`config.mk`:
```
export PLATFORM = sky130hd
export DESIGN_NAME = fetch_stage
export DESIGN_NICKNAME = d
export VERILOG_FILES = /design/src/rtl/riscv_pkg.sv /design/src/rtl/fetch_stage.sv
export SDC_FILE = /design/constraint.sdc
export NUM_CORES = 1
export LEC_CHECK = 0
export CAP_MARGIN = 20
export CORE_MARGIN = 3
export CORE_UTILIZATION = 35
export CTS_BUF_LIST = sky130_fd_sc_hd__clkbuf_8
export DETAILED_ROUTE_END_ITERATION = 6
export PLACE_DENSITY_LB_ADDON = 0.08
export SKIP_CTS_REPAIR_TIMING = 1
export SYNTH_ARGS = -nofsm -noshare
export SYNTH_HDL_FRONTEND = slang
export SYNTH_SLANG_ARGS = --single-unit
```
`constraint.sdc`:
```
create_clock -name clk_i -period 4.4 [get_ports clk_i]
set_input_delay 0.66 -clock clk_i [delete_from_list [all_inputs] [get_ports clk_i]]
set_output_delay 0.66 -clock clk_i [all_outputs]
set_load 0.005 [all_outputs]
```
`src/rtl/riscv_pkg.sv`:
```
// Shared definitions for the fetch stage: the canonical NOP encoding and
// the two fetch-stage FSM states.
package riscv_pkg;

  // addi x0, x0, 0
  localparam logic [31:0] NOP_INSTR = 32'h0000_0013;

  typedef enum logic {
    FS_BOOT = 1'b0,
    FS_RUN  = 1'b1
  } fetch_state_e;

endpackage : riscv_pkg

```
`src/rtl/fetch_stage.sv`:
```
// Instruction fetch stage. Owns the PC and drives a synchronous-read
// instruction memory. imem_addr_o carries the next PC so that the word
// arriving on imem_data_i always belongs to the current PC (pc_q).
//
// Downstream handshake: valid_o qualifies instr_o/pc_o/pc4_o/fault_o for the
// current cycle; the IF/ID register takes the instruction on an edge where
// valid_o=1 and stall_i=0, and only such edges advance fetch_cnt_o. While
// stall_i=1 the same PC is re-presented, so the outputs hold steady.
module fetch_stage
  import riscv_pkg::*;
#(
  parameter logic [31:0] RESET_PC   = 32'h0000_0000,
  parameter int unsigned IMEM_BYTES = 65536
) (
  input  logic        clk_i,
  input  logic        rst_i,
  input  logic        stall_i,
  input  logic        redirect_valid_i,
  input  logic [31:0] redirect_pc_i,
  output logic [31:0] imem_addr_o,
  input  logic [31:0] imem_data_i,
  output logic [31:0] instr_o,
  output logic [31:0] pc_o,
  output logic [31:0] pc4_o,
  output logic        valid_o,
  output logic        fault_o,
  output logic [31:0] fetch_cnt_o
);

  // Highest word-aligned PC whose full word lies inside imem.
  localparam logic [31:0] PC_MAX = 32'(IMEM_BYTES - 4);

  fetch_state_e state_q, state_d;
  logic [31:0]  pc_q, pc_d;
  logic [31:0]  fetch_cnt_q, fetch_cnt_d;
  logic [31:0]  pc_plus4;
  logic         fault_cond;

  // Single adder shared by the sequential next PC and pc4_o.
  assign pc_plus4   = pc_q + 32'd4;
  assign fault_cond = (pc_q[1:0] != 2'b00) || (pc_q > PC_MAX);

  // Next-state, next-PC, counter and output decode.
  always_comb begin
    state_d     = FS_RUN;
    pc_d        = pc_plus4;
    fetch_cnt_d = fetch_cnt_q;
    valid_o     = 1'b0;
    fault_o     = 1'b0;
    instr_o     = NOP_INSTR;

    // Redirect beats stall; the boot cycle re-presents RESET_PC because the
    // memory output is still stale.
    if (redirect_valid_i) begin
      pc_d = redirect_pc_i;
    end else if (stall_i || (state_q == FS_BOOT)) begin
      pc_d = pc_q;
    end

    // The word fetched for the old path is squashed in the redirect cycle.
    if (state_q == FS_RUN) begin
      valid_o = !redirect_valid_i;
    end

    fault_o = valid_o && fault_cond;

    if (valid_o && !fault_o) begin
      instr_o = imem_data_i;
    end

    // Faulting instructions are still handed down; downstream traps on them.
    if (valid_o && !stall_i) begin
      fetch_cnt_d = fetch_cnt_q + 32'd1;
    end
  end

  // PC, FSM state and fetch counter registers.
  always_ff @(posedge clk_i or posedge rst_i) begin
    if (rst_i) begin
      state_q     <= FS_BOOT;
      pc_q        <= RESET_PC;
      fetch_cnt_q <= 32'd0;
    end else begin
      state_q     <= state_d;
      pc_q        <= pc_d;
      fetch_cnt_q <= fetch_cnt_d;
    end
  end

  // A redirect presented while reset is held must not leak onto the bus.
  assign imem_addr_o = rst_i ? RESET_PC : pc_d;
  assign pc_o        = pc_q;
  assign pc4_o       = pc_plus4;
  assign fetch_cnt_o = fetch_cnt_q;

endmodule : fetch_stage
```
==> results_dict.tcl <==
set metrics [dict create \
    die_area_um2 14300 \
    cp-end-kind "output pin" \
    crit_type "input port to output pin" \
    cp_cell_sequence "clkdlybuf4s50_1 -> nand4b_1 -> or4_1 -> or4_1 -> a31oi_1 -> clkdlybuf4s50_1" \
    power_frac_comb_pct 29.4 \
    htree_levels 3 \
    hold_viol 0 \
    status "finished clean" \
    clk_pin_slew_worst_paths_ps 80 \
    fin_worst_skew_ps 8.27 \
    first_pass_iters 5 \
    postRouteAntennaNets 0 \
    grt_pass1_vias 4872 \
    antenna_found_initial 0 \
    busiest_layer "met2" \
    arrival_ps 3290 \
    async_flop_share_pct 100 \
    mappedNetlistArea_um2 4510 \
    ys.flop_type "dfrtp_1" \
    worstSetupStartpointType "input port" \
    slowest_stage "or4_1" \
    power_leakage_nw 2.71 \
    drt-wirelength-per-cell_um 17.6 \
    intPower_mw 1.24 \
    syn_avg_cell_area_um2 8.52 \
    max-slew-margin-rel_pct 54.0 \
    crit_path_max_incr_delay_ps 600 \
    cts_buffers 9 \
    setup_tns_ps 0 \
    finish.utilization_pct 58.4 \
    synth_nets 599 \
    overflow 0 \
    num_rows 40 \
    ir_drop_mv 0.154 \
    die_y_um 120 \
    ioPinCount 230 \
    drtIter0Drc 277 \
    p_clk_share_pct 28.9 \
    grt.met3_usage_pct 6.50 \
    via_per_inst 5.28 \
    rsz0062_at_grt "no" \
    track_usage_pct 22.5 \
    drt_wl_total_mm 16.2 \
    min_path_type "flop to flop" \
    gp_congestion 0.906 \
    grt_max_degree 33 \
    synth_warnings 0 \
    num_antenna_cells 0 \
    drv_cap 0 \
    p_per_area_nw_per_um2 251 \
    max_slew.worst_pin.slew_ps 684 \
    finalSetupViolCount 0 \
    num_vias 4856 \
    critPathRequiredTime_ps 3740 \
    area_growth_pct 59.5 \
    pwr-share-seq_pct 41.7 \
    synth_edf_count 0 \
    cts-root-buf "clkbuf_8" \
    ys_seq_area_share_pct 36.1 \
    synth.distinct_cells 51 \
    r2r.worst_path.cells 5 \
    synthCells 529 \
    fp.coreArea_um2 12300 \
    grt_pass1_wl_mm 26.1 \
    portBuffers 229 \
    clockBufferDepth 2 \
    clkSinkCount 65 \
    slew_violations 0 \
    max_freq_ghz 0.253 \
    synth-seq-cells 65 \
    num-nets-final 817 \
    drc 0 \
    initial_utilization_pct 36.6 \
    switching_share_pct 31.4 \
    drive_above_1_share_pct 7.05 \
    fp.dieW_um 120 \
    gr-usage-met1_pct 28.6 \
    worstSkewPairLatency_ps 350 \
    min_period_over_period_pct 89.9 \
    min_period_ps 3950 \
    power_switching_uw 568 \
    holdPathStages 1 \
    cts_tree "yes" \
    path_max_fanout 8 \
    grt_use_met2_pct 36.3 \
    hpwl_mm 12.4 \
]
==> area by class of cell <==
cell class              count  area, um^2
flip-flops and latches     65        1630
inverters                   7        26.3
clock buffers               9         124
fillers                  1157        5120
repair buffers            249        2440
multi-input cells         415        2690
well taps                 168         210
clock inverters             7        77.6
==> cell usage after synthesis (15+ instances only) <==
library cell / count / area share, %
xnor2_1: 50 / 9.7
dfrtp_1: 65 / 36
nand2_1: 44 / 3.7
and2_1: 37 / 5.1
nor3_1: 15 / 1.7
nand3_1: 36 / 4.0
clkbuf_1: 28 / 2.3
xor2_1: 21 / 4.1
nor4_1: 19 / 2.6
nor2_1: 38 / 3.2
nand4_1: 29 / 4.0
==> routing by layer <==
layer	vias up	wire length (um)
met1	2292	6690
met2	188	7830
met3	32	1180
met4	0	459
met5	-	0
li1	2344	-
==> path summary, 6_finish.rpt <==
path	from	to	slack [ps]
max	stall_i	imem_addr_o[22]	450
min	fetch_cnt_o[31]	fetch_cnt_o[31]	480
max reg2reg	pc_o[2]	pc_o[22]	2010
min reg2reg	fetch_cnt_o[31]	fetch_cnt_o[31]	480
max in group asynchronous	rst_i	fetch_cnt_o[25]	2860
min in group asynchronous	rst_i	pc_o[18]	920
==> through the flow <==
step / cell area [um^2] / instances / total power [mW] / hold slack, ps / setup slack [ps]
2_1_floorplan: 4510 / 529 / 0.957 / 468 / 1260
3_3_place_gp: 6990 / 904 / 1.29 / 467 / 504
3_5_place_dp: 6990 / 904 / 1.30 / 472 / 483
4_1_cts: 7190 / 920 / 1.83 / 491 / 456
5_1_grt: 7190 / 920 / 1.92 / 514 / 220
6_report: 7190 / 920 / 1.81 / 484 / 445
==> state kept, by name, summed over array words and instances, names as in the netlist <==
register	flops
fetch_cnt_o	32
pc_o	32
state_q	1
==> layout by cell type (no fill, tap or decap), drive strengths merged, types with 6 or more instances in the layout <==
cell type	count
inv	9
nand2	44
nand4	31
and3	6
xnor2	50
and2	37
nand3	38
nor2	38
nor2b	7
nand2b	6
nor4	21
clkdlybuf4s50	228
or4	12
a31oi	12
xor2	21
nor3	15
a21oi	9
and4	9
dfrtp	65
a211oi	11
buf	21
clkbuf	9
==> power groups by stage <==
stage	clock [mW]	combinational, mW	sequential, mW
final	0.523	0.531	0.753
after global routing	0.571	0.579	0.767
after CTS	0.543	0.536	0.752
after detailed placement	0	0.534	0.764
after global placement	0	0.530	0.761
after floorplan	0	0.237	0.720
==> kinds of logic after synthesis <==
logic type	Yosys count	share of synthesized area, %
multiplexers	6	1.44
adder cells (fa/ha/maj)	2	0.555
XOR/XNOR	71	13.8
AO/OA/AOI/OAI	58	8.82
buffers and inverters	49	4.55
other	1	0.0832
AND/OR/NAND/NOR	277	34.7
flip-flops	65	36.1
==> worst max-delay path: cells and delay by family <==
family	cells	cell delay, ps
and+or+nand+nor	3	1370
buffers and inverters	2	1070
AOI/OAI and AO/OA	1	190
Note: power is estimated with default switching activity, not from simulation.
